--- src/rtl/bitonic_topk_drain.sv ---
// bitonic_topk_drain
// Consumer end of a bitonic sorter. Each sorter output pulse delivers one
// sorted vector. The block keeps its leading TOPK elements in one of two
// ping-pong slots and sends them out one element at a time on a valid/ready
// stream, rank 0 first. The sorter cannot be stalled, so when both slots are
// occupied a new vector is dropped and a sticky overflow flag is raised.
module bitonic_topk_drain #(
    parameter int DATAWIDTH  = 8,
    parameter int DATALENGTH = 16,
    parameter int TOPK       = 4,
    parameter int RANKW      = (TOPK > 1) ? $clog2(TOPK) : 1
) (
    input  logic                                 clk_i,
    input  logic                                 rst_i,
    input  logic                                 vec_valid_i,
    input  logic [DATALENGTH-1:0][DATAWIDTH-1:0] x_i,
    input  logic                                 clr_ovf_i,
    output logic                                 y_valid_o,
    input  logic                                 y_ready_i,
    output logic [DATAWIDTH-1:0]                 y_o,
    output logic [RANKW-1:0]                     y_rank_o,
    output logic                                 y_last_o,
    output logic                                 y_vec_id_o,
    output logic                                 busy_o,
    output logic                                 overflow_o
);

    localparam logic [RANKW-1:0] RANK_LAST = RANKW'(TOPK - 1);

    // Slot storage: two vectors of TOPK elements, not reset.
    logic [DATAWIDTH-1:0] slot_q [2][TOPK];

    logic [1:0]       full_q,   full_d;
    logic             wr_ptr_q, wr_ptr_d;
    logic             rd_ptr_q, rd_ptr_d;
    logic [RANKW-1:0] rank_q,   rank_d;
    logic             ovf_q,    ovf_d;

    logic             head_valid_s;
    logic             xfer_s;
    logic             last_s;
    logic             free_s;
    logic             accept_s;
    logic             drop_s;

    // Handshake decode, capture/drop decision and next-state computation.
    always_comb begin
        head_valid_s = full_q[rd_ptr_q];
        xfer_s       = head_valid_s & y_ready_i;
        last_s       = (rank_q == RANK_LAST);
        free_s       = xfer_s & last_s;
        // A full write slot is still usable when its last element leaves
        // on this very edge (only possible when both pointers coincide).
        accept_s     = vec_valid_i &
                       (~full_q[wr_ptr_q] | (free_s & (rd_ptr_q == wr_ptr_q)));
        drop_s       = vec_valid_i & ~accept_s;

        full_d   = full_q;
        wr_ptr_d = wr_ptr_q;
        rd_ptr_d = rd_ptr_q;
        rank_d   = rank_q;
        ovf_d    = ovf_q;

        // Drain side: advance rank, or retire the slot on its last element.
        if (free_s) begin
            full_d[rd_ptr_q] = 1'b0;
            rd_ptr_d         = ~rd_ptr_q;
            rank_d           = {RANKW{1'b0}};
        end else if (xfer_s) begin
            rank_d = rank_q + {{(RANKW-1){1'b0}}, 1'b1};
        end else begin
            rank_d = rank_q;
        end

        // Fill side: applied after the drain so a same-slot refill wins.
        if (accept_s) begin
            full_d[wr_ptr_q] = 1'b1;
            wr_ptr_d         = ~wr_ptr_q;
        end else begin
            wr_ptr_d = wr_ptr_q;
        end

        // Sticky overflow: a new drop outranks a clear request.
        if (drop_s) begin
            ovf_d = 1'b1;
        end else if (clr_ovf_i) begin
            ovf_d = 1'b0;
        end else begin
            ovf_d = ovf_q;
        end
    end

    // Control state register with synchronous reset.
    always_ff @(posedge clk_i) begin
        if (rst_i) begin
            full_q   <= 2'b00;
            wr_ptr_q <= 1'b0;
            rd_ptr_q <= 1'b0;
            rank_q   <= {RANKW{1'b0}};
            ovf_q    <= 1'b0;
        end else begin
            full_q   <= full_d;
            wr_ptr_q <= wr_ptr_d;
            rd_ptr_q <= rd_ptr_d;
            rank_q   <= rank_d;
            ovf_q    <= ovf_d;
        end
    end

    // Slot data capture; only the leading TOPK elements are kept.
    always_ff @(posedge clk_i) begin
        if (accept_s && !rst_i) begin
            for (int i = 0; i < TOPK; i++) begin
                slot_q[wr_ptr_q][i] <= x_i[i];
            end
        end
    end

    // Output stage: every output is a function of registered state only.
    always_comb begin
        y_valid_o  = head_valid_s;
        y_rank_o   = rank_q;
        y_vec_id_o = rd_ptr_q;
        y_last_o   = head_valid_s & last_s;
        busy_o     = full_q[0] | full_q[1];
        overflow_o = ovf_q;
        if (head_valid_s) begin
            y_o = slot_q[rd_ptr_q][rank_q];
        end else begin
            y_o = {DATAWIDTH{1'b0}};
        end
    end

endmodule

--- config.mk ---
export PLATFORM = sky130hd
export DESIGN_NAME = bitonic_topk_drain
export DESIGN_NICKNAME = d
export VERILOG_FILES = /design/src/rtl/bitonic_topk_drain.sv
export SDC_FILE = /design/constraint.sdc
export NUM_CORES = 1
export LEC_CHECK = 0
export ABC_AREA = 1
export BUFFER_PORTS_ARGS = -buffer_cell sky130_fd_sc_hd__buf_2
export CORE_AREA = 2 2 101 78
export CTS_BUF_LIST = sky130_fd_sc_hd__clkbuf_4 sky130_fd_sc_hd__clkbuf_8 sky130_fd_sc_hd__clkbuf_16
export DETAILED_ROUTE_END_ITERATION = 16
export DIE_AREA = 0 0 103 80
export GPL_TIMING_DRIVEN = 0
export PLACE_DENSITY = 0.75
export SETUP_SLACK_MARGIN = 0.4
export SLEW_MARGIN = 10
export SYNTH_ARGS = -nofsm -noshare
export SYNTH_HDL_FRONTEND = slang
export SYNTH_SLANG_ARGS = --single-unit
--- constraint.sdc ---
create_clock -name clk_i -period 1.9 [get_ports clk_i]
set_clock_uncertainty 0.1 [all_clocks]
set_input_delay 0.19 -clock clk_i [delete_from_list [all_inputs] [get_ports clk_i]]
set_output_delay 0.19 -clock clk_i [all_outputs]
set_load 0.02 [all_outputs]
# --- After elaboration in Yosys (flattened, before gate mapping) ---
# Memories as Yosys holds them, arrays and structs flattened. A register that Yosys moved wholly into a read port is not among the register bits.
# Index checks and enable logic that the tools add are counted.
totals:
  ff_bits: 7
  latch_bits: 0
  ramBits: 64
  mem_bits_ro: 0
  input_bits: 133
  output_inout_bits: 15
  elab_cells: 56
  mem_count: 1
op_classes:
  add_sub_neg: 1
  n_mul: 0
  n_div: 0
  magnitude_cmp: 5
  n_eq_ne: 2
  n_shift: 0
  n_mux: 20
  bitwise: 16
  n_reduce_logical: 6
memory_table:
  columns: ["memory", "depth", "word_bits", "read_ports", "rd_clocked_by_memory_dff", "wr", "line", "source"]
  rows:
  - ["slot_q", 2, 32, 1, 1, 1, "31", "logic [DATAWIDTH-1:0] slot_q [2][TOPK];"]
ops:
  columns: ["operator", "n"]
  rows:
  - ["8-bit 2-to-1 mux", 3]
  - ["8-bit binary-select mux with 2-bit select", 1]
  - ["1-bit 2-to-1 mux", 12]
  - ["1-bit AND", 6]
  - ["1-bit by 2-bit less-than comparator with 1-bit output (second input constant)", 2]
  - ["2-bit 2-to-1 mux", 2]
  - ["1-bit NOT", 4]
  - ["3-bit >= comparator (second input constant)", 1]
  - ["1-bit logical AND", 3]
  - ["2-bit NOT with 3-bit output", 1]
  - ["2-bit by 1-bit adder with 2-bit output (second input constant)", 1]
  - ["2-bit AND", 1]
  - ["1-bit demux with 1-bit select", 2]
  - ["2-bit equality test (second input constant)", 1]
  - ["1-bit >= comparator (second input constant)", 2]
  - ["2-bit NOT", 1]
  - ["1-bit OR", 2]
  - ["2-bit OR", 1]
  - ["2-bit nonzero test", 1]
  - ["2-bit OR reduction", 1]
  - ["1-bit equality test", 1]
  - ["1-bit logical NOT", 1]

# --- Longest topological paths before layout ---
# Gate-level depths: netlist (run 1).
logic_depth:
  ltp_word: 10
  mapped_depth: 8
  ltp_nobuf: 8

# --- Worst setup path after synthesis (run 1) ---
# No wires, ideal clock.
synth_path:
  path_kind: "register to register"
  from: "register rd_ptr_q, in the netlist y_vec_id_o"
  to: "memory slot_q[0][0] (netlist bit) (enable)"
  setup_ps: 387
  arrival_ps: 1650
  t_required_ps: 1413
  slack_ps: -236
  stages_incl_launch_ff: 7
  path_buffers: 0
  period_less_slack_ps: 2136
  cell_sequence: "dfxtp_1 > nand2_1 > nand2_1 > nand4_1 > nand2_1 > nand3_1 > inv_1"
synth_between:
  elab_chain_cells: 10
  elab_cells_between_ends: 11
  classes_between: "eq/ne (1); mux (4); bitwise (5); reduce/logical (1)"
synth_rtl:
  columns: ["item", "line", "source"]
  rows:
  - ["start: declaration", "35", "logic rd_ptr_q, rd_ptr_d;"]
  - ["start signal: assignment", "104", "rd_ptr_q <= rd_ptr_d;"]
  - ["1-bit 2-to-1 mux (not written as such) (2 in a row)", "48", "head_valid_s = full_q[rd_ptr_q];"]
  - ["1-bit AND", "49", "xfer_s = head_valid_s & y_ready_i;"]
  - ["1-bit AND", "51", "free_s = xfer_s & last_s;"]
  - ["1-bit AND *", "55", "(~full_q[wr_ptr_q] | (free_s & (rd_ptr_q == wr_ptr_q)));"]
  - ["1-bit OR *", "55", null]
  - ["1-bit AND *", "54", "accept_s = vec_valid_i &"]
  - ["1-bit logical AND *", "112", "if (accept_s && !rst_i) begin"]
  - ["1-bit 2-to-1 mux *", "112", null]
  - ["1-bit 2-to-1 mux (not written as such) *", "114", "slot_q[wr_ptr_q][i] <= x_i[i];"]
  - ["end: declaration", "31", null]
# Every way passes the cells marked *; elsewhere a longest branch is shown, timed or not. The select of a mux whose other input is x is not followed.

# --- Worst setup path after layout (run 1) ---
layout_path:
  from: "register rank_q[0], in the netlist y_rank_o[0]"
  to: "output y_o[0]"
layout_between:
  elab_chain_cells: 5
layout_rtl:
  columns: ["item", "line", "source"]
  rows:
  - ["start: declaration", "36", "logic [RANKW-1:0] rank_q, rank_d;"]
  - ["start signal: assignment", "99", "rank_q <= {RANKW{1'b0}};"]
  - ["start signal: assignment", "105", "rank_q <= rank_d;"]
  - ["2-bit NOT with 3-bit output (not written as such)", "128", "y_o = slot_q[rd_ptr_q][rank_q];"]
  - ["8-bit binary-select mux with 2-bit select", "128", null]
  - ["8-bit 2-to-1 mux (not written as such) (2 in a row)", "128", null]
  - ["8-bit 2-to-1 mux", "127", "if (head_valid_s) begin"]
  - ["end: declaration", "20", "output logic [DATAWIDTH-1:0] y_o,"]
# No other way between the ends. The select of a mux whose other input is x is not followed.

==> results by group, run 1 <==
Status
  • Outcome: finished, violations left
  • Failing checks: negative setup slack

Final layout
  • Ant diodes: 0
  • Share of cells above drive strength 1: 0.406
  • Final core occ: 0.626
  • NumNets Final: 506
  • Final Non-Filler Cells: 478
  • Fill cells: 576
  • Area Overhead vs Synth: 55.4%

CTS
  • CTS Root Cell: clkbuf_8
  • Clock Pin Slew Worst Setup and Hold Paths: ~0.080 ns
  • Clock latency on the worst-skew pair: 0.35 ns
  • CTS tree: built
  • Clock Sinks: a little over 70
  • # H-tree levels: 3
  • TritonCTS buffer count: 9
  • Worst-case clock buffer depth: 2

Floorplanning
  • DIE WIDTH: 103 um
  • Row count: 27
  • Num ports: 148
  • DIE AREA: between 8000 and 9000 um^2
  • Initial Util: 0.403
  • Die height: 80 um
  • Core area: 7230 um^2

Setup path
  • CP max-delay cell: dfxtp_2
  • Critical path type: reg -> out
  • R2R depth: 9
  • FF-to-FF Start: y_rank_o[0]$_SDFFE_PP0P_
  • Worst setup EP type: primary output
  • Peak per-stage delay on the critical path: 0.36 ns
  • Worst Path Max Fanout: 8
  • FF-to-FF End: slot_q[0][5]$_DFFE_PP_
  • Flop2flop setup slack: -0.01 ns
  • Startpoint Class: flop
  • CP required: 1.61 ns
  • Critical Path AT: 1.64 ns
  • Critical Path, Cell by Cell: buf_12, clkinvlp_4, o21ai_1, o22ai_1, nor2_1, nor2_4, buf_6

Route
  • Via density: between 4 and 5
  • DRT iter0 DRCs: about 120
  • Residual DRC: 0
  • Final ANT Viol Nets: 0
  • Wire per inst: approximately 16 um
  • Final Routed Wirelength: 7840 um
  • Number of vias in the routed layout: 2347
  • Drt first pass iters: 4

Global routing
  • Largest net degree at the start of global routing: 17
  • Vias in the first global route: 2399
  • Antenna violations before repair: 0
  • GRT Total Usage: 0.200
  • Grt total ovfl: 0
  • Global-route wire length before repair: 11800 um

Synth
  • Sequential-to-total area share from yosys stat: 0.715
  • Mux contribution to synthesized area: 0
  • Synth top cells by count: 64 x edfxtp_1, 59 x nor2_1, 32 x nand2_1
  • Most used DFF post-synth: edfxtp_1
  • Compound-Gate Fraction of Synth Area: 0.103
  • Post-Syn Instances: 250
  • XOR/XNOR share of the synthesized area: 0
  • Cell taking the most area after synthesis: edfxtp_1
  • Post-synth EDFFs: 64
  • Cell Area, Synth: between 2000 and 3000 um^2
  • #FFs+latches synth: just over 70
  • Top-count cell post-synth: edfxtp_1
  • Synth Area per Inst: 11.6 um^2
  • Post-Synth Adder-Cell Area: 0.00430
  • Largest family of logic cells by synthesized area: simple AND/OR/NAND/NOR gates
  • Synthesized Nets: 384
  • YS warnings: 0
  • Async set or reset register ratio after synthesis: 0
  • Synth top area share: 0.660
  • Post-Synth Simple-Gate Area: 0.136
  • Top area cells in the synthesized netlist: edfxtp_1 66%, nor2_1 7.6%, dfxtp_1 5.5%
  • Yosys cell types: 22

Worst hold path
  • Hold depth: 3
  • Critical hold path startpoint: vec_valid_i
  • Worst Hold End: overflow_o$_SDFFE_PP0P_
  • Worst Hold Class: in -> reg

Placed design
  • GP Congestion: 0.799
  • IO buf count: 51
  • Detailed Place HPWL: 4130 um
  • Placed Instances: 402

Power and ir drop
  • Static Leak: about 0.0017 uW
  • Power Dens Cells: 845 nW/um^2
  • Peak supply drop: 524 uV

STA
  • Final period util: 1.02
  • Final min period: 1.93 ns
  • Unrepaired setup endpoints after global routing: true
  • Worst-margin pin slew: between 0.2 and 0.3 ns
  • Fin. Hold Viols: 0
  • F_max: 517 MHz
  • Slew headroom: 0.820
  • Fin worst setup slack: -0.0345 ns
  • Final-report max-slew violation count: 0
  • Final setup violation count: 10

Job
  • Max Cap Viol: 0
[power by group]
part	switching, uW	internal (uW)	leakage (uW)	total, uW
Sequential	33.5	1810	0.000653	1840
Combinational	339	310	0.000939	649
Clock	572	760	0.000107	1330
[how the worst max path moves through the flow]
stage | cells after the start | from | slack [ns] | end
final | 7 | y_rank_o[0]$_SDFFE_PP0P_ | -0.03 | y_o[0]
after global routing | 8 | flop | -0.11 | y_o[3]
after CTS | 7 | flop | 0.003 | y_o[3]
after detailed placement | 7 | wr_ptr_q$_SDFFE_PP0N_ | -0.25 | slot_q[0][10]$_DFFE_PP_
after global placement | 7 | wr_ptr_q$_SDFFE_PP0N_ | -0.20 | slot_q[0][18]$_DFFE_PP_
after floorplan | 7 | y_vec_id_o$_SDFFE_PP0P_ | 0.14 | slot_q[0][0]$_DFFE_PP_
[per-stage QoR]
step	setup WS (ns)	hold slack, ns	power (uW)	cell area [um^2]	setup TNS, ns
after floorplan	0.143	0.149	2130	3000	0
after global placement	-0.199	0.277	2260	3380	-12.27
after detailed placement	-0.255	0.281	2270	3380	-15.21
after CTS	0.00342	0.0594	3770	4290	0
after global routing	-0.105	0.0640	3970	4530	-1.89
final	-0.0345	0.0697	3830	4530	-0.149
[final cells by class]
| type | count | area (um^2) | area share |
|---|---|---|---|
| buffer | 12 | 153 | 0.0337 |
| inverter | 12 | 68.8 | 0.0152 |
| clock buffer | 10 | 131 | 0.0290 |
| sequential | 72 | 2090 | 0.463 |
| tap | 101 | 126 | 0.0279 |
| timing repair buffer | 108 | 967 | 0.214 |
| timing repair inverter | 3 | 22.5 | 0.00498 |
| multi-input combinational | 154 | 870 | 0.192 |
| clock inverter | 6 | 92.6 | 0.0205 |
[state kept, by name, summed over array words and instances (netlist names), named ones only]
| name | count |
|---|---|
| full_q | 2 |
| overflow_o | 1 |
| slot_q | 64 |
| wr_ptr_q | 1 |
| y_rank_o | 2 |
| y_vec_id_o | 1 |
[placed cells by master (no fill, tap or decap), types with 8 or more instances in the layout]
cell type	n
edfxtp_1	64
buf_4	8
o21ai_1	24
nand2_1	26
dlygate4sd3_1	34
buf_2	42
nor2_4	8
clkbuf_8	9
buf_6	23
clkinvlp_4	8
nor2_2	9
nor2_1	43
[critical path: cells and delay by family, from the launching register on]
| kind | cells | cell delay (ns) |
|---|---|---|
| buffers and inverters | 3 | 0.45 |
| AO/OA/AOI/OAI | 2 | 0.23 |
| flip-flops | 1 | 0.36 |
| AND/OR/NAND/NOR | 2 | 0.26 |
[timing repair]
item,CTS,global route
setup buffers,17,1
gates cloned,4,4
gates resized for setup,53,39
setup endpoints to repair,74,77
hold buffers,34,0
pin swaps,3,19
endpoints found under the hold margin,67,0
[cells by family after synthesis]
group                      Yosys count
AOI/OAI and AO/OA                   53
DFF                                 72
adders and majority gates            1
and+or+nand+nor                    100
buffers and inverters               24
[layer usage]
layer | vias to the layer above | GRT usage | share of wire
met5 | - | 0 | 0
met4 | 0 | 0.0592 | 0.0056
met3 | 7 | 0.0788 | 0.086
met2 | 95 | 0.325 | 0.50
met1 | 1121 | 0.246 | 0.41
li1 | 1124 | - | -
No activity file was read; power rests on OpenSTA's default activity.
==> run 2, diff against run 1 <==
- CELL_PAD_IN_SITES_DETAIL_PLACEMENT: unset -> 1
- CELL_PAD_IN_SITES_GLOBAL_PLACEMENT: unset -> 2
- CORE_AREA: 2 2 101 78 -> 2 2 128 99
- CTS_BUF_LIST: sky130_fd_sc_hd__clkbuf_4 sky130_fd_sc_hd__clkbuf_8 sky130_fd_sc_hd__clkbuf_16 -> sky130_fd_sc_hd__clkbuf_8
- DIE_AREA: 0 0 103 80 -> 0 0 130 101
- PLACE_DENSITY: 0.75 -> unset
- PLACE_DENSITY_LB_ADDON: unset -> 0.1
==> run 2 against run 1 <==
Effect of this change: the flow still finishes with violations (negative setup slack); combinational power is 21% higher; critical path depth stayed put; final area is 5.7% higher; wire length is 20% higher; register-to-register slack worse by 0.02 ns; clock power is 15% lower; cell count is 15% higher; setup slack worse by 0.038 ns; worst hold slack better by 0.015 ns; die area is 59% higher; sequential power hardly changed.
==> results by group, run 2 (synthesis gave the netlist of run 1 again) <==
Job
  • Max Cap Viol: 0 (unchanged)

Floorplanning
  • Die height: 101 um (+26%)
  • Num ports: 148 (unchanged)
  • Row count: 35 (+30%)
  • DIE WIDTH: 130 um (+26%)
  • Initial Util: 0.244 (-0.159)
  • Core area: 12000 um^2 (+65%)
  • DIE AREA: 13100 um^2 (+59%)

Route
  • Final ANT Viol Nets: 0 (unchanged)
  • DRT iter0 DRCs: 99 (-20%)
  • Number of vias in the routed layout: 2341 (-0.26%)
  • Residual DRC: 0 (unchanged)
  • Drt first pass iters: 4 (unchanged)
  • Wire per inst: 17.1 um (+4.2%)
  • Final Routed Wirelength: 9420 um (+20%)
  • Via density: 4.25 (-13%)

STA
  • Slew headroom: 0.833 (+0.0128)
  • Worst-margin pin slew: 0.250 ns (-0.0191 ns)
  • Final setup violation count: 23 (+13)
  • Unrepaired setup endpoints after global routing: true
  • Final-report max-slew violation count: 0 (unchanged)
  • Setup TNS: -0.634 ns (-0.485 ns)
  • Final min period: 1.97 ns (+0.0377 ns)
  • Fin. Hold Viols: 0 (unchanged)
  • F_max: 507 MHz (-1.9%)
  • Fin worst setup slack: -0.0723 ns (-0.0377 ns)
  • Final period util: 1.04 (+0.0199)

Global routing
  • Vias in the first global route: 2428 (+1.2%)
  • GRT Total Usage: 0.152 (-0.0477)
  • Largest net degree at the start of global routing: 17 (unchanged)
  • Antenna violations before repair: 0 (unchanged)
  • Global-route wire length before repair: 14000 um (+19%)
  • Grt total ovfl: 0 (unchanged)

Setup path
  • Critical Path AT: 1.68 ns (+0.04 ns)
  • FF-to-FF End: slot_q[0][30]$_DFFE_PP_
  • Flop2flop setup slack: -0.03 ns (-0.02 ns)
  • Worst setup EP type: primary output
  • FF-to-FF Start: y_rank_o[0]$_SDFFE_PP0P_
  • Critical path origin: y_rank_o[0]$_SDFFE_PP0P_
  • R2R depth: 9 (unchanged)
  • CP endpoint: y_o[0]
  • Critical path type: reg -> out
  • Worst Path Max Fanout: 8 (unchanged)
  • Startpoint Class: flop
  • CP required: 1.61 ns (about the same)

Power and ir drop
  • Comb power frac: 0.209 (+0.039)
  • Sw power: 971 uW (+2.7%)
  • Int Pwr: 2790 uW (-3.1%)
  • Power Dens Cells: 786 nW/um^2 (-7.0%)
  • Switch share: 0.258 (+0.0110)
  • Part of the power in registers: 0.491 (+0.009)
  • Static Leak: 0.00178 uW (+4.8%)
  • Clock power share: 0.300 (-0.048)
  • Peak supply drop: 403 uV (-23%)

Final layout
  • Ant diodes: 0 (unchanged)
  • Area Overhead vs Synth: 64.3%
  • Most common cell after layout, fill and taps aside: edfxtp_1
  • Final core occ: 0.400 (-0.226)
  • Fill cells: 1271 (+120%)
  • Max reg flops: 64 (unchanged)
  • NumNets Final: 515 (+1.8%)
  • Share of cells above drive strength 1: 0.447 (+0.0409)
  • Top reg by flops: slot_q
  • Most frequent cells in the layout: 64 x edfxtp_1, 42 x buf_2, 40 x nor2_1, 34 x dlygate4sd3_1, 26 x nand2_1

Placed design
  • Detailed Place HPWL: 5510 um (+33%)
  • IO buf count: 51 (unchanged)
  • GP Congestion: 0.726 (-9.2%)

CTS
  • CTS tree: built
  • Clock Sinks: 72 (unchanged)
  • Clock Pin Slew Worst Setup and Hold Paths: 0.07 ns (about the same)
  • TritonCTS buffer count: 9 (unchanged)
  • Worst-case clock buffer depth: 2 (unchanged)
  • CTS Root Cell: clkbuf_8
  • # H-tree levels: 3 (unchanged)
  • Clock latency on the worst-skew pair: 0.35 ns (about the same)

Status
  • Outcome: finished, violations left
  • Failing checks: negative setup slack

Worst hold path
  • Worst Hold Class: in -> reg
run 2: cell types whose count changed in the layout (fill, tap and decap cells not counted), moves of 3 or more:
| cell | previous run | this run |
|---|---|---|
| o21ai_0 | 6 | 3 |
| o21ai_1 | 24 | 20 |
| o22ai_2 | 1 | 5 |
| buf_12 | 3 | 11 |
| clkinv_1 | 0 | 3 |
| buf_4 | 8 | 14 |
| buf_8 | 6 | 3 |
| o21ai_2 | 2 | 8 |
| o22ai_1 | 7 | 3 |
| nor2_1 | 43 | 40 |
run 2: worst min-delay path by stage:
stage                                    endpoint  slack [ns]  cells after the start   startpoint
after floorplan           y_vec_id_o$_SDFFE_PP0P_        0.15                      1        rst_i
after global placement    slot_q[0][31]$_DFFE_PP_        0.28                      1       x_i[7]
after detailed placement  slot_q[0][31]$_DFFE_PP_        0.28                      1       x_i[7]
after CTS                   wr_ptr_q$_SDFFE_PP0N_        0.07                      4  vec_valid_i
after global routing        wr_ptr_q$_SDFFE_PP0N_         0.1                      4  vec_valid_i
final                       wr_ptr_q$_SDFFE_PP0N_        0.08                      4  vec_valid_i
run 2: cell type report:
cell class	count	area (um^2)	area share
plain buffers	12	180	0.0377
multi-input cells	154	950	0.199
repair inverters	3	22.5	0.00471
well taps	166	208	0.0434
repair buffers	117	1080	0.226
inverters	12	68.8	0.0144
clock buffers	9	124	0.0259
clock inverters	6	51.3	0.0107
flip-flops and latches	72	2100	0.438
run 2: repair_timing:
action,4_1_cts,5_1_grt
setup buffers,22,6
cloned,6,1
gates resized for setup,82,38
pin swaps,25,25
setup endpoints to repair,75,76
endpoints found under the hold margin,67,0
hold buffers,34,0
run 2: stage by stage:
step	std cells	total power (uW)	cell area [um^2]	worst slack (ns)	hold WS (ns)
6_report	551	3760	4780	-0.0723	0.0848
5_1_grt	551	3930	4780	-0.158	0.0969
4_1_cts	544	3740	4560	-0.0880	0.0692
3_5_place_dp	467	2310	3460	-0.406	0.282
3_3_place_gp	467	2300	3460	-0.446	0.277
2_1_floorplan	250	2130	3000	0.143	0.149
run 2: power groups by stage:
stage	sequential (uW)	combinational, uW	clock (uW)
after floorplan	1870	254	0
after global placement	1880	427	0
after detailed placement	1880	430	0
after CTS	1840	720	1180
after global routing	1850	847	1230
final	1850	787	1130
run 2: routing by layer:
| metal | global-route usage | wire length (um) |
|---|---|---|
| met5 | 0 | 0 |
| met4 | 0.0471 | 119 |
| met3 | 0.0350 | 274 |
| met2 | 0.239 | 4230 |
| met1 | 0.208 | 4790 |
run 2: worst max-delay path, stage by stage (launching register included):
cell	delay (ns)
dfxtp_4	0.36
buf_12	0.14
clkinvlp_4	0.21
o21ai_1	0.16
o22ai_2	0.10
nor2_2	0.18
nor2_4	0.05
buf_6	0.13
==> run 3, diff against run 2 <==
- REMOVE_ABC_BUFFERS: unset -> 1
==> run 3 against run 2 <==
Effect of this change: the flow still finishes with violations (negative setup slack); total power is 4.8% lower; critical path depth up 3; clock power is essentially flat; largest power group unchanged.
==> results by group, run 3 (synthesis gave the netlist of run 1 again) <==
Floorplanning
  • Row count: 35 (unchanged)
  • Core area: 12000 um^2 (unchanged)
  • Initial Util: 0.244 (unchanged)
  • DIE AREA: 13100 um^2 (unchanged)
  • Num ports: 148 (unchanged)
  • Die height: 101 um (unchanged)
  • DIE WIDTH: 130 um (unchanged)

STA
  • Setup TNS: -0.00951 ns (+0.625 ns)
  • Fin. Hold Viols: 0 (unchanged)
  • Final period util: 1.00 (-0.0341)
  • Unrepaired setup endpoints after global routing: true
  • Worst-margin pin slew: 0.263 ns (+0.0132 ns)
  • Slew headroom: 0.824 (-0.00880)
  • Final setup violation count: 2 (-91%)
  • Tightest hold margin: 0.0843 ns (-0.000425 ns)
  • F_max: 524 MHz (+3.4%)
  • Final min period: 1.91 ns (-0.0647 ns)
  • Fin worst setup slack: -0.00757 ns (+0.0647 ns)
  • Final-report max-slew violation count: 0 (unchanged)

CTS
  • Clock latency on the worst-skew pair: 0.35 ns (about the same)
  • CTS Root Cell: clkbuf_8
  • Worst-case clock buffer depth: 2 (unchanged)
  • Clock Pin Slew Worst Setup and Hold Paths: 0.07 ns (about the same)
  • # H-tree levels: 3 (unchanged)
  • TritonCTS buffer count: 9 (unchanged)
  • Clock Sinks: 72 (unchanged)
  • CTS tree: built

Final layout
  • Max reg flops: 64 (unchanged)
  • Top reg by flops: slot_q
  • Most frequent cells in the layout: 64 x edfxtp_1, 51 x nor2_1, 41 x buf_2, 34 x dlygate4sd3_1, 28 x nand2_1
  • Area Overhead vs Synth: 55.7%
  • Share of cells above drive strength 1: 0.369 (-0.0781)
  • Most common cell after layout, fill and taps aside: edfxtp_1
  • Fill cells: 1287 (+1.3%)
  • NumNets Final: 506 (-1.7%)
  • Ant diodes: 0 (unchanged)

Route
  • Drt first pass iters: 4 (unchanged)
  • Wire per inst: 16.7 um (-2.6%)
  • Final ANT Viol Nets: 0 (unchanged)
  • Via density: 4.23 (-0.52%)
  • Number of vias in the routed layout: 2295 (-2.0%)
  • DRT iter0 DRCs: 99 (unchanged)
  • Residual DRC: 0 (unchanged)
  • Final Routed Wirelength: 9040 um (-4.0%)

Placed design
  • IO buf count: 51 (unchanged)
  • Detailed Place HPWL: 4240 um (-23%)
  • GP Congestion: 0.683 (-5.9%)

Worst hold path
  • Worst Hold End: wr_ptr_q$_SDFFE_PP0N_
  • Critical hold path startpoint: vec_valid_i
  • Worst Hold Class: in -> reg
  • Hold depth: 4 (unchanged)

Setup path
  • FF-to-FF End: slot_q[0][28]$_DFFE_PP_
  • Top delay family on crit path: buffers and inverters
  • FF-to-FF Start: y_rank_o[0]$_SDFFE_PP0P_
  • Flop2flop setup slack: 0.04 ns (+0.07 ns)
  • CP required: 1.61 ns (about the same)
  • Worst Path Max Fanout: 4 (-4)
  • Startpoint Class: flop
  • Critical Path AT: 1.62 ns (-0.06 ns)
  • Critical Path, Cell by Cell: buf_12, buf_6, buf_6, nor2_4, nor2_1, o21ai_1, o211ai_1, nand2_1, nor2_1, buf_4
  • R2R depth: 8 (-1)
  • WP buf/inv: 4 (+1)
  • Worst setup EP type: primary output
  • Critical path type: reg -> out
  • CP max-delay cell: dfxtp_4
  • Peak per-stage delay on the critical path: 0.37 ns (about the same)

Global routing
  • Antenna violations before repair: 0 (unchanged)
  • GRT Total Usage: 0.144 (-0.00767)
  • Grt total ovfl: 0 (unchanged)
  • Vias in the first global route: 2355 (-3.0%)
  • Global-route wire length before repair: 13500 um (-3.8%)
  • Largest net degree at the start of global routing: 33 (+16)

Power and ir drop
  • Power Dens Cells: 790 nW/um^2 (+0.48%)
  • Int Pwr: 2670 uW (-4.3%)
  • Part of the power in registers: 0.516 (+0.025)
  • Comb power frac: 0.174 (-0.035)
  • Clock power share: 0.310 (+0.010)
  • Peak supply drop: 367 uV (-8.9%)
  • Sw power: 912 uW (-6.1%)
  • Pwr Total: 3580 uW (-4.8%)
  • Switch share: 0.255 (-0.00349)
  • Static Leak: 0.00173 uW (-2.9%)

Status
  • Outcome: finished, violations left
  • Failing checks: negative setup slack

Job
  • Max Cap Viol: 0 (unchanged)
==> run 3: cell count changes in the layout (fill, tap and decap cells not counted), moves of 3 or more <==
cell	previous run	this run
buf_12	11	8
buf_4	14	18
buf_6	21	12
clkbuf_8	9	12
clkinv_1	3	0
clkinvlp_4	6	1
inv_12	0	6
nor2_1	40	51
nor2_2	11	6
nor2_4	9	3
o21ai_1	20	26
o21ai_2	8	1
o22ai_1	3	8
o22ai_2	5	0
==> run 3: layout make-up <==
cell class                      count  area, um^2  area share
Timing Repair Buffer              116        1030       0.227
Sequential cell                    72        2100       0.463
Timing Repair inverter              7         109      0.0240
Clock buffer                       12         165      0.0364
Inverter                           12         101      0.0224
Multi-Input combinational cell    154         801       0.177
Clock inverter                      4        18.8     0.00414
Tap cell                          166         208      0.0458
==> run 3: metrics by stage <==
stage | setup slack, ns | utilization | area [um^2] | cells
6_report | -0.00757 | 0.379 | 4530 | 543
5_1_grt | -0.131 | 0.379 | 4530 | 543
4_1_cts | -0.0120 | 0.367 | 4390 | 536
3_5_place_dp | -1.20 | 0.276 | 3300 | 455
3_3_place_gp | -1.64 | 0.276 | 3300 | 455
2_1_floorplan | -0.627 | - | 2840 | 238
==> run 3: worst max-delay path by stage <==
stage / slack, ns / depth (start not counted) / endpoint
6_report: -0.008 / 10 / y_o[0]
3_3_place_gp: -1.64 / 5 / slot_q[0][10]$_DFFE_PP_
2_1_floorplan: -0.63 / 5 / slot_q[0][0]$_DFFE_PP_
4_1_cts: -0.01 / 8 / y_o[3]
3_5_place_dp: -1.20 / 5 / slot_q[0][12]$_DFFE_PP_
5_1_grt: -0.13 / 10 / y_o[0]
==> run 3: power by group through the flow <==
stage / Sequential [uW] / Combinational, uW / Clock (uW)
final: 1850 / 624 / 1110
after global routing: 1860 / 687 / 1210
after CTS: 1840 / 609 / 1150
after detailed placement: 1900 / 343 / 0
after global placement: 1900 / 337 / 0
after floorplan: 1880 / 194 / 0
==> run 3: worst reg2reg max path, cell delays in order, from the launching register on <==
cell and delay, ns:
dfxtp_4 0.43, buf_4 0.13, buf_6 0.09, ha_4 0.13, nand4_1 0.13, nand2_2 0.16
nand3_4 0.14, buf_12 0.19, inv_12 0.08
==> run 3: timing repair <==
action | CTS | global route
endpoints found under the setup margin | 84 | 77
hold endpoints to repair | 67 | 0
hold buffers | 34 | 0
pin swaps | 6 | 2
resized for setup | 73 | 21
gates cloned | 6 | 2
setup buffers | 25 | 5
==> run 3: per-layer routing <==
layer	up-vias	wire length [um]	track usage
met5	-	0	0
met4	0	106	0.0372
met3	12	348	0.0387
met2	50	4090	0.234
met1	1107	4500	0.192
li1	1126	-	-
